$ cat config.mk
export PLATFORM = sky130hd
export DESIGN_NAME = sdram_port_arbiter
export DESIGN_NICKNAME = d
export VERILOG_FILES = /design/src/rtl/rasterizer_pkg.sv /design/src/rtl/arb_pending_fifo.sv /design/src/rtl/sdram_port_arbiter.sv
export SDC_FILE = /design/constraint.sdc
export NUM_CORES = 1
export LEC_CHECK = 0
export ABC_CLOCK_PERIOD_IN_PS = 6300
export CORE_AREA = 2 2 130 132
export CTS_CLUSTER_DIAMETER = 40
export DETAILED_ROUTE_END_ITERATION = 16
export DIE_AREA = 0 0 132 134
export MAX_ROUTING_LAYER = met4
export PLACE_DENSITY = 0.66
export SETUP_SLACK_MARGIN = 0.15
export SYNTH_ARGS = -nofsm -noshare
export SYNTH_HDL_FRONTEND = slang
export SYNTH_SLANG_ARGS = --single-unit
$ cat constraint.sdc
create_clock -name clock -period 6.3 [get_ports clock]
set_input_delay 0.945 -clock clock [delete_from_list [all_inputs] [get_ports clock]]
set_output_delay 0.945 -clock clock [all_outputs]
set_load 0.01 [all_outputs]
$ cat src/rtl/rasterizer_pkg.sv
// -----------------------------------------------------------------------------
// rasterizer_pkg
// Shared types and constants for the SDRAM port arbiter.
//   arb_state_t : arbiter FSM state (IDLE, BUSY)
//   NUM_REQ     : number of requesters (0 vertex fetch, 1 depth fetch,
//                 2 z-test write)
//   ADDR_W      : SDRAM word-address width
//   DATA_W      : SDRAM data width
//   ID_W        : width of a requester ID
//   rr_next()   : next requester ID in round-robin order (mod NUM_REQ)
// -----------------------------------------------------------------------------
package rasterizer_pkg;

  localparam int NUM_REQ = 3;
  localparam int ADDR_W  = 26;
  localparam int DATA_W  = 32;
  localparam int ID_W    = 2;

  typedef enum logic {
    IDLE = 1'b0,
    BUSY = 1'b1
  } arb_state_t;

  // Successor of a requester ID, wrapping 2 -> 0.
  function automatic logic [ID_W-1:0] rr_next(input logic [ID_W-1:0] id);
    return (id >= 2'd2) ? 2'd0 : id + 2'd1;
  endfunction

endpackage

$ cat src/rtl/arb_pending_fifo.sv
// -----------------------------------------------------------------------------
// arb_pending_fifo
// Queue of requester IDs for reads that SDRAM has accepted but not yet
// returned. Read returns are matched to the head entry, which keeps return
// routing in acceptance order.
//   clk_i, rst_ni : clock, asynchronous active-low reset
//   push_i/id_i   : enqueue id_i (ignored when full unless popping the same cycle)
//   pop_i         : dequeue head (ignored when empty)
//   head_o        : ID at the head of the queue
//   count_o       : number of stored IDs (0..DEPTH)
//   full_o/empty_o: occupancy flags
// -----------------------------------------------------------------------------
module arb_pending_fifo #(
  parameter int DEPTH = 8,
  parameter int WIDTH = 2
) (
  input  logic                     clk_i,
  input  logic                     rst_ni,
  input  logic                     push_i,
  input  logic [WIDTH-1:0]         id_i,
  input  logic                     pop_i,
  output logic [WIDTH-1:0]         head_o,
  output logic [$clog2(DEPTH):0]   count_o,
  output logic                     full_o,
  output logic                     empty_o
);

  localparam int PTR_W = $clog2(DEPTH);
  localparam int CNT_W = PTR_W + 1;

  logic [WIDTH-1:0] mem_q [DEPTH];
  logic [PTR_W-1:0] wr_ptr_q, wr_ptr_d;
  logic [PTR_W-1:0] rd_ptr_q, rd_ptr_d;
  logic [CNT_W-1:0] count_q, count_d;
  logic             push_ok, pop_ok;

  assign full_o  = (count_q == CNT_W'(DEPTH));
  assign empty_o = (count_q == '0);
  assign count_o = count_q;
  assign head_o  = mem_q[rd_ptr_q];

  // A push into a full queue is still safe when the head leaves in the
  // same cycle, so the occupancy stays unchanged.
  assign push_ok = push_i & (~full_o | pop_i);
  assign pop_ok  = pop_i & ~empty_o;

  // DEPTH is a power of two, so pointers wrap by natural overflow.
  always_comb begin
    wr_ptr_d = push_ok ? wr_ptr_q + PTR_W'(1) : wr_ptr_q;
    rd_ptr_d = pop_ok  ? rd_ptr_q + PTR_W'(1) : rd_ptr_q;
    count_d  = count_q + CNT_W'(push_ok) - CNT_W'(pop_ok);
  end

  always_ff @(posedge clk_i or negedge rst_ni) begin
    if (!rst_ni) begin
      wr_ptr_q <= '0;
      rd_ptr_q <= '0;
      count_q  <= '0;
    end else begin
      wr_ptr_q <= wr_ptr_d;
      rd_ptr_q <= rd_ptr_d;
      count_q  <= count_d;
    end
  end

  // Storage needs no reset: an entry is only read after it was written.
  always_ff @(posedge clk_i) begin
    if (push_ok) begin
      mem_q[wr_ptr_q] <= id_i;
    end
  end

endmodule

$ cat src/rtl/sdram_port_arbiter.sv
// -----------------------------------------------------------------------------
// sdram_port_arbiter
// Shares one Avalon-MM SDRAM master among three requesters (0 vertex fetch,
// 1 depth fetch, 2 z-test write) with round-robin grants and in-order
// routing of pipelined read returns.
//
// Handshake: a requester presents a command by holding req_read/req_write
// with stable address/data; the command is taken in the cycle its
// req_waitrequest is 0 while the strobe is 1. The same rule applies on the
// master side with m_read/m_write against m_waitrequest. Read data comes
// back later as one-cycle m_readdatavalid pulses, in issue order.
//
// Ports
//   clock, reset          : clock, asynchronous active-low reset
//   req_*                 : per-requester Avalon-MM slave ports
//   req_readdata          : return data, broadcast to all requesters
//   req_readdatavalid     : one-hot strobe naming the owner of req_readdata
//   m_*                   : Avalon-MM master toward SDRAM
//   busy                  : command in flight or reads outstanding
//   pending_count         : reads accepted by SDRAM but not yet returned
//   protocol_error        : sticky; read+write together, or orphan return
//   dbg_state             : current FSM state
// -----------------------------------------------------------------------------
module sdram_port_arbiter
  import rasterizer_pkg::*;
#(
  parameter int MAX_PENDING = 8
) (
  input  logic                             clock,
  input  logic                             reset,
  input  logic [NUM_REQ-1:0][ADDR_W-1:0]   req_address,
  input  logic [NUM_REQ-1:0]               req_read,
  input  logic [NUM_REQ-1:0]               req_write,
  input  logic [NUM_REQ-1:0][3:0]          req_byteenable,
  input  logic [NUM_REQ-1:0][DATA_W-1:0]   req_writedata,
  output logic [NUM_REQ-1:0]               req_waitrequest,
  output logic [DATA_W-1:0]                req_readdata,
  output logic [NUM_REQ-1:0]               req_readdatavalid,
  output logic [ADDR_W-1:0]                m_address,
  output logic                             m_read,
  output logic                             m_write,
  output logic [3:0]                       m_byteenable,
  output logic [DATA_W-1:0]                m_writedata,
  input  logic [DATA_W-1:0]                m_readdata,
  input  logic                             m_readdatavalid,
  input  logic                             m_waitrequest,
  output logic                             busy,
  output logic [4:0]                       pending_count,
  output logic                             protocol_error,
  output arb_state_t                       dbg_state
);

  localparam int CNT_W = $clog2(MAX_PENDING) + 1;

  arb_state_t        state_q;
  logic [ID_W-1:0]   grant_q;
  logic [ID_W-1:0]   last_grant_q;
  logic              protocol_error_q, protocol_error_d;

  logic [NUM_REQ-1:0] eligible;
  logic               any_eligible;
  logic [ID_W-1:0]    cand1, cand2, cand3, pick;
  logic               in_busy;
  logic               gnt_read, gnt_write;
  logic               push, pop;

  logic [ID_W-1:0]    fifo_head;
  logic [CNT_W-1:0]   fifo_count;
  logic               fifo_full, fifo_empty;

  // ---------------------------------------------------------------------------
  // Pending read-ID queue
  // ---------------------------------------------------------------------------
  arb_pending_fifo #(
    .DEPTH (MAX_PENDING),
    .WIDTH (ID_W)
  ) u_pending (
    .clk_i   (clock),
    .rst_ni  (reset),
    .push_i  (push),
    .id_i    (grant_q),
    .pop_i   (pop),
    .head_o  (fifo_head),
    .count_o (fifo_count),
    .full_o  (fifo_full),
    .empty_o (fifo_empty)
  );

  // ---------------------------------------------------------------------------
  // Grant selection
  // ---------------------------------------------------------------------------
  // Writes never occupy a queue slot, so a full queue only holds off reads.
  assign eligible     = req_write | (req_read & {NUM_REQ{~fifo_full}});
  assign any_eligible = |eligible;

  // Search order starts just after the last accepted requester; the third
  // candidate is last_grant itself.
  always_comb begin
    cand1 = rr_next(last_grant_q);
    cand2 = rr_next(cand1);
    cand3 = rr_next(cand2);
    pick  = cand3;
    if (eligible[cand1]) begin
      pick = cand1;
    end else if (eligible[cand2]) begin
      pick = cand2;
    end
  end

  // ---------------------------------------------------------------------------
  // Master command path: mirrors the granted requester while BUSY
  // ---------------------------------------------------------------------------
  assign in_busy   = (state_q == BUSY);
  assign gnt_read  = req_read[grant_q];
  assign gnt_write = req_write[grant_q];

  // A requester strobing both read and write is treated as a write.
  assign m_write      = in_busy & gnt_write;
  assign m_read       = in_busy & gnt_read & ~gnt_write;
  assign m_address    = req_address[grant_q];
  assign m_byteenable = req_byteenable[grant_q];
  assign m_writedata  = req_writedata[grant_q];

  always_comb begin
    req_waitrequest = '1;
    if (in_busy) begin
      req_waitrequest[grant_q] = m_waitrequest;
    end
  end

  // m_read already implies BUSY; accepted when SDRAM does not stall.
  assign push = m_read & ~m_waitrequest;

  // ---------------------------------------------------------------------------
  // Read return path
  // ---------------------------------------------------------------------------
  assign pop          = m_readdatavalid & ~fifo_empty;
  assign req_readdata = m_readdata;

  always_comb begin
    req_readdatavalid = '0;
    if (pop) begin
      req_readdatavalid[fifo_head] = 1'b1;
    end
  end

  // ---------------------------------------------------------------------------
  // FSM
  // ---------------------------------------------------------------------------
  always_ff @(posedge clock or negedge reset) begin
    if (!reset) begin
      state_q      <= IDLE;
      grant_q      <= 2'd0;
      last_grant_q <= 2'd2;
    end else begin
      case (state_q)
        IDLE: begin
          if (any_eligible) begin
            grant_q <= pick;
            state_q <= BUSY;
          end
        end
        BUSY: begin
          if (!(gnt_read || gnt_write)) begin
            // Requester withdrew: release without crediting its turn.
            state_q <= IDLE;
          end else if (!m_waitrequest) begin
            last_grant_q <= grant_q;
            state_q      <= IDLE;
          end
        end
        default: state_q <= IDLE;
      endcase
    end
  end

  // ---------------------------------------------------------------------------
  // Sticky protocol error
  // ---------------------------------------------------------------------------
  assign protocol_error_d = protocol_error_q
                          | (in_busy & gnt_read & gnt_write)
                          | (m_readdatavalid & fifo_empty);

  always_ff @(posedge clock or negedge reset) begin
    if (!reset) begin
      protocol_error_q <= 1'b0;
    end else begin
      protocol_error_q <= protocol_error_d;
    end
  end

  // ---------------------------------------------------------------------------
  // Status
  // ---------------------------------------------------------------------------
  assign protocol_error = protocol_error_q;
  assign pending_count  = 5'(fifo_count);
  assign busy           = in_busy | ~fifo_empty;
  assign dbg_state      = state_q;

endmodule

# Yosys cells after proc, flatten, opt, wreduce, memory -nomap -nowiden
# Memories as Yosys holds them, arrays and structs flattened.
# Index checks and enable logic that the tools add are counted.
# word_totals
regBits,16
ram_bits,16
input_bits,228
out_inout_bits,110
wordCells,85
mem_count,1
# op_classes
add_sub_neg,7
order_cmp,9
n_eq_ne,1
mux,31
bitwise_logic,22
reduce_logical,7
# mem_list
name,words,word_bits,rd,rd_clocked_by_memory_dff,write_ports,line,source
u_pending.mem_q,8,2,1,0,1,arb_pending_fifo.sv:31,logic [WIDTH-1:0] mem_q [DEPTH];
# op_table
cell,n
$bmux W32 S2,1
$bmux W26 S2,1
$mux W32,1
$mux W26,1
$lt A2 B3 Y1 const B,4
$mux W1,11
$mux W2,5
$and A1 B1 Y1,9
$bmux W1 S2,4
$bmux W4 S2,1
$add A2 B1 Y2 const B,3
$add A3 B1 Y3 const B,2
$ge A2 B2 Y1 const B,3
$mux W3,2
$or A3 B3 Y3,2
$not A1 Y1,5
$add A4 B1 Y4,1
$demux W1 S2,2
$eq A4 B4 Y1 const B,1
$ge A2 B1 Y1 const B,2
$logic_not A4 Y1,1
$mux W4,1
$or A1 B1 Y1,4
$sub A4 B1 Y4,1
8 further kinds,9

# Depth between registers and ports, before layout
# Gate-level depths: netlist of the first run.
# logic_depth
ltp_word,8
ltp_mapped,11
mapped_depth_nobuf,11

# By module
# A second synthesis of the first run with hierarchy kept.
# hier_totals
hier_cells,378
area_unflattened_um2,3240.6
# modules_own_cells
module,instances,cells_each,area_each_um2,seq_area_each_um2
sdram_port_arbiter,1,298,2011.9,151.4
arb_pending_fifo,1,80,1228.7,730.7

# Worst setup path after synthesis of the first run
# No wires, ideal clock.
# synth_timing
kind,flip-flop to output port
startpoint,reg u_pending.rd_ptr_q[0]
endpoint,out req_readdatavalid[2]
t_arrival_ns,1.588
path_slack_ns,3.767
stages_incl_launch_ff,5
path_cell_list,dfrtp_1 -> buf_2 -> mux4_2 -> mux2_2 -> nor3_1
# synth_via
elab_chain_len,6
word_cells_on_any_way,7
cone_classes,order compare (2); mux (3); reduce/logical (1); memory (1)
# synth_lines
item,line,source
start: declaration,arb_pending_fifo.sv:33,"logic [PTR_W-1:0] rd_ptr_q, rd_ptr_d;"
start signal: assignment,arb_pending_fifo.sv:61,rd_ptr_q <= rd_ptr_d;
$mem_v2 Z8 W2 (*),-,
$lt A2 B3 Y1 (implied by the code) or $ge A2 B1 Y1 (tied branches),sdram_port_arbiter.sv:143,req_readdatavalid[fifo_head] = 1'b1;
$logic_and A1 B1 Y1 (implied by the code),sdram_port_arbiter.sv:143,
$mux W1 (implied by the code),sdram_port_arbiter.sv:143,
$demux W1 S2 (*),sdram_port_arbiter.sv:143,
$mux W3 (*),sdram_port_arbiter.sv:142,if (pop) begin
end: declaration,sdram_port_arbiter.sv:38,"output logic [NUM_REQ-1:0] req_readdatavalid,"
# Mark *: on every way between the ends. The rest lies on a longest branch, timed or not.

# Worst setup path in the final report of the first run
# layout_timing
startpoint,reg grant_q[1]
endpoint,out m_write
# layout_via
elab_chain_len,3
# layout_lines
item,line,source
start: declaration,sdram_port_arbiter.sv:56,logic [ID_W-1:0] grant_q;
start signal: assignment,sdram_port_arbiter.sv:159,grant_q <= pick;
$bmux W1 S2,sdram_port_arbiter.sv:115,assign gnt_write = req_write[grant_q];
$mux W1 (implied by the code),sdram_port_arbiter.sv:115,
$and A1 B1 Y1,sdram_port_arbiter.sv:118,assign m_write = in_busy & gnt_write;
end: declaration,sdram_port_arbiter.sv:41,"output logic m_write,"
# No other way between the ends. The select of a mux whose other input is x is not followed.

==> results.cfg, run 1 <==
[run_status]
status = finished, final reports clean

[global_routing]
grt_use_total_pct = 16.8
first_global_vias = 3724
grt_pass1_wl_um = 22000
overflow = 0
grt_max_degree = 77
antenna_found_initial = 1

[synth]
ys.warnings.count = 0
yosys-top-cells-area = mux2i_1 20%, edfxtp_1 15%, dfrtp_1 12%
avgSynthCellArea_um2 = 8.36
yosysUniqueCellTypes = 44
synth_nets = 618
synth_top_area_share_pct = 20.1
seq_area_frac_synth_pct = 27.7
ys_ff_latch = 32
netlist_area_um2 = 3180
netlist.top_cell.by_area = mux2i_1
synth_cells = 381

[sta]
slew_violations = 0
fin_crit_ns = 4.08
fin_skew_ns = 0.00281
worst-slew-pin-transition_ns = 0.759
timing.final.crit_share_pct = 64.7
tns_ns = 0
holdWs_ns = 0.496
rsz0062_at_grt = no
fmax_ghz = 0.245
maxSlewHeadroom_pct = 49.2
setup_ws_ns = 2.22
hold_viol_final = 0
setup_viol = 0

[worst_setup_path]
cp_slowest_cell = dfrtp_4
worst_r2r_endpoint = u_pending.count_o[2]
crit_path_end = m_write
path_delay_family = buffers and inverters
cp-start-kind = flop
cp_max_fo = 45
ff2ff_path_depth = 8
worstSetupEndpointType = output pin
crit_cells = 5
path_cells = buf_4 -> mux2i_2 -> o21ai_0 -> and2_1 -> clkdlybuf4s50_1
path_class = flop to output pin
critical_path_buf_inv_count = 2
max_stage_delay_ns = 0.80
crit_required_ns = 5.35
worstPathArrival_ns = 3.13
reg2reg_from = grant_q[1]
r2r_setup_slack_ns = 2.87
cp-startpoint = grant_q[1]

[place]
io_buffers = 272
gp_routability_congestion = 0.773
post-place-ws_ns = 2.52
hpwl_um = 12100

[power]
p_leak_nw = 2.29
power_mw = 2.27
peakVddDrop_v = 0.000201
p_per_area_nw_per_um2 = 377

[clock_tree]
htree_levels = 2
path_clk_slew_ns = 0.05
cts_setup_buffers = 0
clock-sinks = 32
cts_buffers = 5
clock_path_buffers = 2
cts_tree = done
cts_root_buf = clkbuf_16
cts_resized = 0
clock_latency_ns = 0.28
postCtsHoldBufs = 0

[drt]
drt_iter0_markers = 110
dr.pass1.iters = 4
vias = 3581
drt-wirelength-per-cell_um = 18.0
final_antenna_net_count = 0
vias_per_cell = 4.32
totalWireLength_um = 14900
drc = 0

[die]
dieArea_um2 = 17700
ioPinCount = 338
initial_utilization_pct = 19.5
core_area_um2 = 16300
die_y_um = 134
dieWidth_um = 132
rows = 47

[cells_and_area]
final_nets = 843
layout-drive-gt1-share_pct = 5.11
area_growth_syn_to_layout_pct = 89.2

[hold_path]
hold_class = flop to flop

[flow_run]
maxCapViolations = 0
==> placed cells by master, fill, tap and decap left out, drive strengths merged, types with 3 or more instances in the layout <==
cell type,Yosys,layout
a21o,3,3
a21oi,6,6
buf,48,3
clkbuf,9,5
clkdlybuf4s50,0,272
dfrtp,15,15
edfxtp,16,16
ha,8,8
inv,12,12
mux2,3,3
mux2i,65,65
mux4,4,4
nand2,76,76
nand2b,3,3
nor2,11,11
nor3,5,5
o21ai,71,71
xnor2,4,4
==> cell usage after synthesis (all sizes together) <==
library cell,number
nand2b,3
dfstp,1
mux4,4
a221o,1
and2,2
conb,1
o21ai,71
xnor2,4
nand3b,2
fa,1
a21o,3
nor4b,1
or2,1
a211oi,1
nand2,76
ha,8
nand3,1
nor2,11
o21a,1
a21oi,6
nor3,5
mux2i,65
xor2,2
dfrtp,15
o31ai,1
or3b,2
clkbuf,9
inv,12
buf,48
nor2b,2
mux2,3
edfxtp,16
o211ai,1
and3,1
==> routing by layer <==
metal | routed length, um | share of wire [%] | GRT usage [%]
met1 | 6440 | 43 | 21.0
met2 | 7280 | 49 | 27.7
met3 | 1080 | 7.2 | 4.84
met4 | 97 | 0.65 | 1.99
met5 | 0 | 0 | -
==> stage by stage <==
step | instances | utilization [%] | area, um^2
detailed placement | 819 | 35.9 | 5850
global placement | 819 | 35.9 | 5850
floorplan | 381 | - | 3180
CTS | 827 | 37.0 | 6020
global route | 828 | 37.0 | 6020
finish | 828 | 37.0 | 6020
==> worst reg2reg max path: cells and delay by family, from the launching register on <==
| kind | cells | cell delay (ns) |
|---|---|---|
| simple gates | 1 | 0.49 |
| mux | 1 | 0.36 |
| flops | 1 | 0.80 |
| xor+xnor | 1 | 0.13 |
| compound gates | 1 | 0.12 |
| buf+inv | 2 | 0.78 |
| fa+ha+maj | 2 | 0.63 |
==> worst min path at each step <==
stage / slack, ns / to / depth (start not counted) / from
floorplan: 0.47 / last_grant_q[0] / 2 / last_grant_q[0]
global placement: 0.48 / protocol_error / 1 / protocol_error
detailed placement: 0.48 / protocol_error / 1 / protocol_error
CTS: 0.50 / protocol_error / 1 / protocol_error
global route: 0.53 / protocol_error / 1 / protocol_error
finish: 0.50 / protocol_error / 1 / protocol_error
==> cell families (layout without fill, tap and decap cells) <==
logic type	after synthesis	after routing	share of synthesized area, %
and+or+nand+nor	107	107	14.9
AOI/OAI and AO/OA	85	85	14.5
muxes	72	72	24.6
buffers and inverters	69	295	12.8
DFF	32	32	27.7
adders and majority gates	9	9	3.77
xor gates and xnor gates	6	6	1.65
other	1	2	0.118
==> report_power, final <==
part / leakage [nW] / internal [mW] / switching, mW
combinational: 1.88 / 0.846 / 0.743
sequential: 0.328 / 0.295 / 0.113
clock: 0.0798 / 0.185 / 0.0867
total: 2.29 / 1.33 / 0.943
==> sequential cells by signal (all words and copies together) (netlist names) <==
register            flops
grant_q                 2
u_pending.count_o       4
protocol_error          1
u_pending.mem_q        16
u_pending.rd_ptr_q      3
dbg_state               1
last_grant_q            2
u_pending.wr_ptr_q      3
==> final cells by class <==
cell class                 instances  area, um^2
inverter                          12        45.0
fill                            1671       10300
antenna                            1        2.50
multi-input combinational        280        1900
sequential                        32         887
tap                              220         275
timing repair buffer             275        2750
clock buffer                       5         125
clock inverter                     3        42.5
(Power assumes the default switching activity.)
==> run 2: changes to the inputs <==
ABC_CLOCK_PERIOD_IN_PS = 3500   (was 6300)
CORE_AREA = 2 2 132 134   (was 2 2 130 132)
DIE_AREA = 0 0 134 136   (was 0 0 132 134)
PLACE_DENSITY = 0.67   (was 0.66)
clock period = 3.5 ns   (was 6.3 ns; I/O delays follow)
==> results.cfg, run 2 (synthesis results as in run 1) <==
[run_status]
status = finished, final reports clean

[cells_and_area]
largest_reg_flops = 16
final_nets = 845
seq_area_um2 = 887
area_growth_syn_to_layout_pct = 89.8
multi_input_area_um2 = 1900
nFillCells = 1715
final_cell_mix = 272 x clkdlybuf4s50_1, 75 x nand2_1, 70 x o21ai_0
final_common_cell = clkdlybuf4s50_1
layout-drive-gt1-share_pct = 5.25
top_register = u_pending.mem_q

[global_routing]
grtUsageMet3_pct = 4.81
use_met2_pct = 26.2
grt-busiest-layer = met2
grt_use_total_pct = 15.7
grt_util_met1_pct = 19.4
first_global_vias = 3536
overflow = 0
grt_max_degree = 62
antenna_found_initial = 1
grt_pass1_wl_um = 20900

[power]
peakVddDrop_v = 0.000246
p_per_area_nw_per_um2 = 672
p_leak_nw = 2.29
power_mw = 4.06

[die]
rows = 48
ioPinCount = 338
core_area_um2 = 16900
die_y_um = 136
dieArea_um2 = 18200
dieWidth_um = 134
initial_utilization_pct = 18.9

[worst_setup_path]
worstSetupEndpointType = output pin
path_cells = mux4_2 -> mux2_2 -> nor3_1 -> clkdlybuf4s50_1
critical_path_buf_inv_count = 1
max_stage_delay_ns = 0.57
path_class = flop to output pin
crit_required_ns = 2.97
cp-start-kind = flop
cp_max_fo = 6
cp_slowest_cell = clkdlybuf4s50_1
worstPathArrival_ns = 2.41
path_delay_family = multiplexers

[sta]
rsz0062_at_grt = no
fmax_ghz = 0.341
slew_violations = 0
hold_viol_final = 0
worst-slew-pin-transition_ns = 0.735
setup_viol = 0
maxSlewHeadroom_pct = 50.9
timing.final.crit_share_pct = 83.9
fin_skew_ns = 0.00613
fin_crit_ns = 2.93
tns_ns = 0

[drt]
drt_iter0_markers = 111
totalWireLength_um = 14700
dr.pass1.iters = 4
final_antenna_net_count = 0
vias = 3476
vias_per_cell = 4.16
drc = 0
drt-wirelength-per-cell_um = 17.6

[clock_tree]
cts_buffers = 5
cts_root_buf = clkbuf_16
path_clk_slew_ns = 0.05
clock_latency_ns = 0.27
clock-sinks = 32
cts_setup_buffers = 0
cts_resized = 0
clock_path_buffers = 2
postCtsHoldBufs = 0
htree_levels = 2
cts_tree = done

[flow_run]
maxCapViolations = 0

[place]
gp_routability_congestion = 0.807
hpwl_um = 12300
io_buffers = 272

[hold_path]
hold_class = flop to flop
-- run 2: routing by layer --
layer  share of wire, %  wire, um
met5                  0         0
met4               0.69       102
met3                7.9      1170
met2                 51      7430
met1                 41      6010
-- run 2: through the flow --
stage	cell area, um^2	worst slack (ns)	std cells	hold slack, ns	util (%)
floorplan	3180	1.04	381	0.229	-
detailed placement	5900	0.691	826	0.469	35.0
global placement	5900	0.702	826	0.490	35.0
CTS	6040	0.553	834	0.491	35.8
finish	6040	0.565	836	0.493	35.8
global route	6040	0.489	835	0.520	35.8
-- run 2: final timing paths --
kind                                        from                   end  cells past startpoint  slack (ns)
setup / recovery           u_pending.rd_ptr_q[0]  req_readdatavalid[2]                      4        0.57
hold / removal                    protocol_error        protocol_error                      1        0.49
setup reg to reg            u_pending.count_o[2]  u_pending.count_o[1]                     11        0.86
hold reg to reg                   protocol_error        protocol_error                      1        0.49
max in group asynchronous                  reset            grant_q[1]                      1        2.27
min in group asynchronous                  reset        protocol_error                      1        0.69
-- run 2: cell type report --
type	instances	area share [%]
repair buffers	277	46.1
multi-input cells	280	31.4
flip-flops and latches	32	14.7
well taps	225	4.66
clock buffers	5	2.07
inverters	12	0.745
clock inverters	3	0.228
diodes	2	0.0828
-- run 2: where the power goes --
| part | switching, mW | leakage, nW | internal [mW] |
|---|---|---|---|
| clock network | 0.148 | 0.0710 | 0.258 |
| registers | 0.194 | 0.328 | 0.531 |
| logic | 1.36 | 1.89 | 1.57 |
| total | 1.71 | 2.29 | 2.36 |
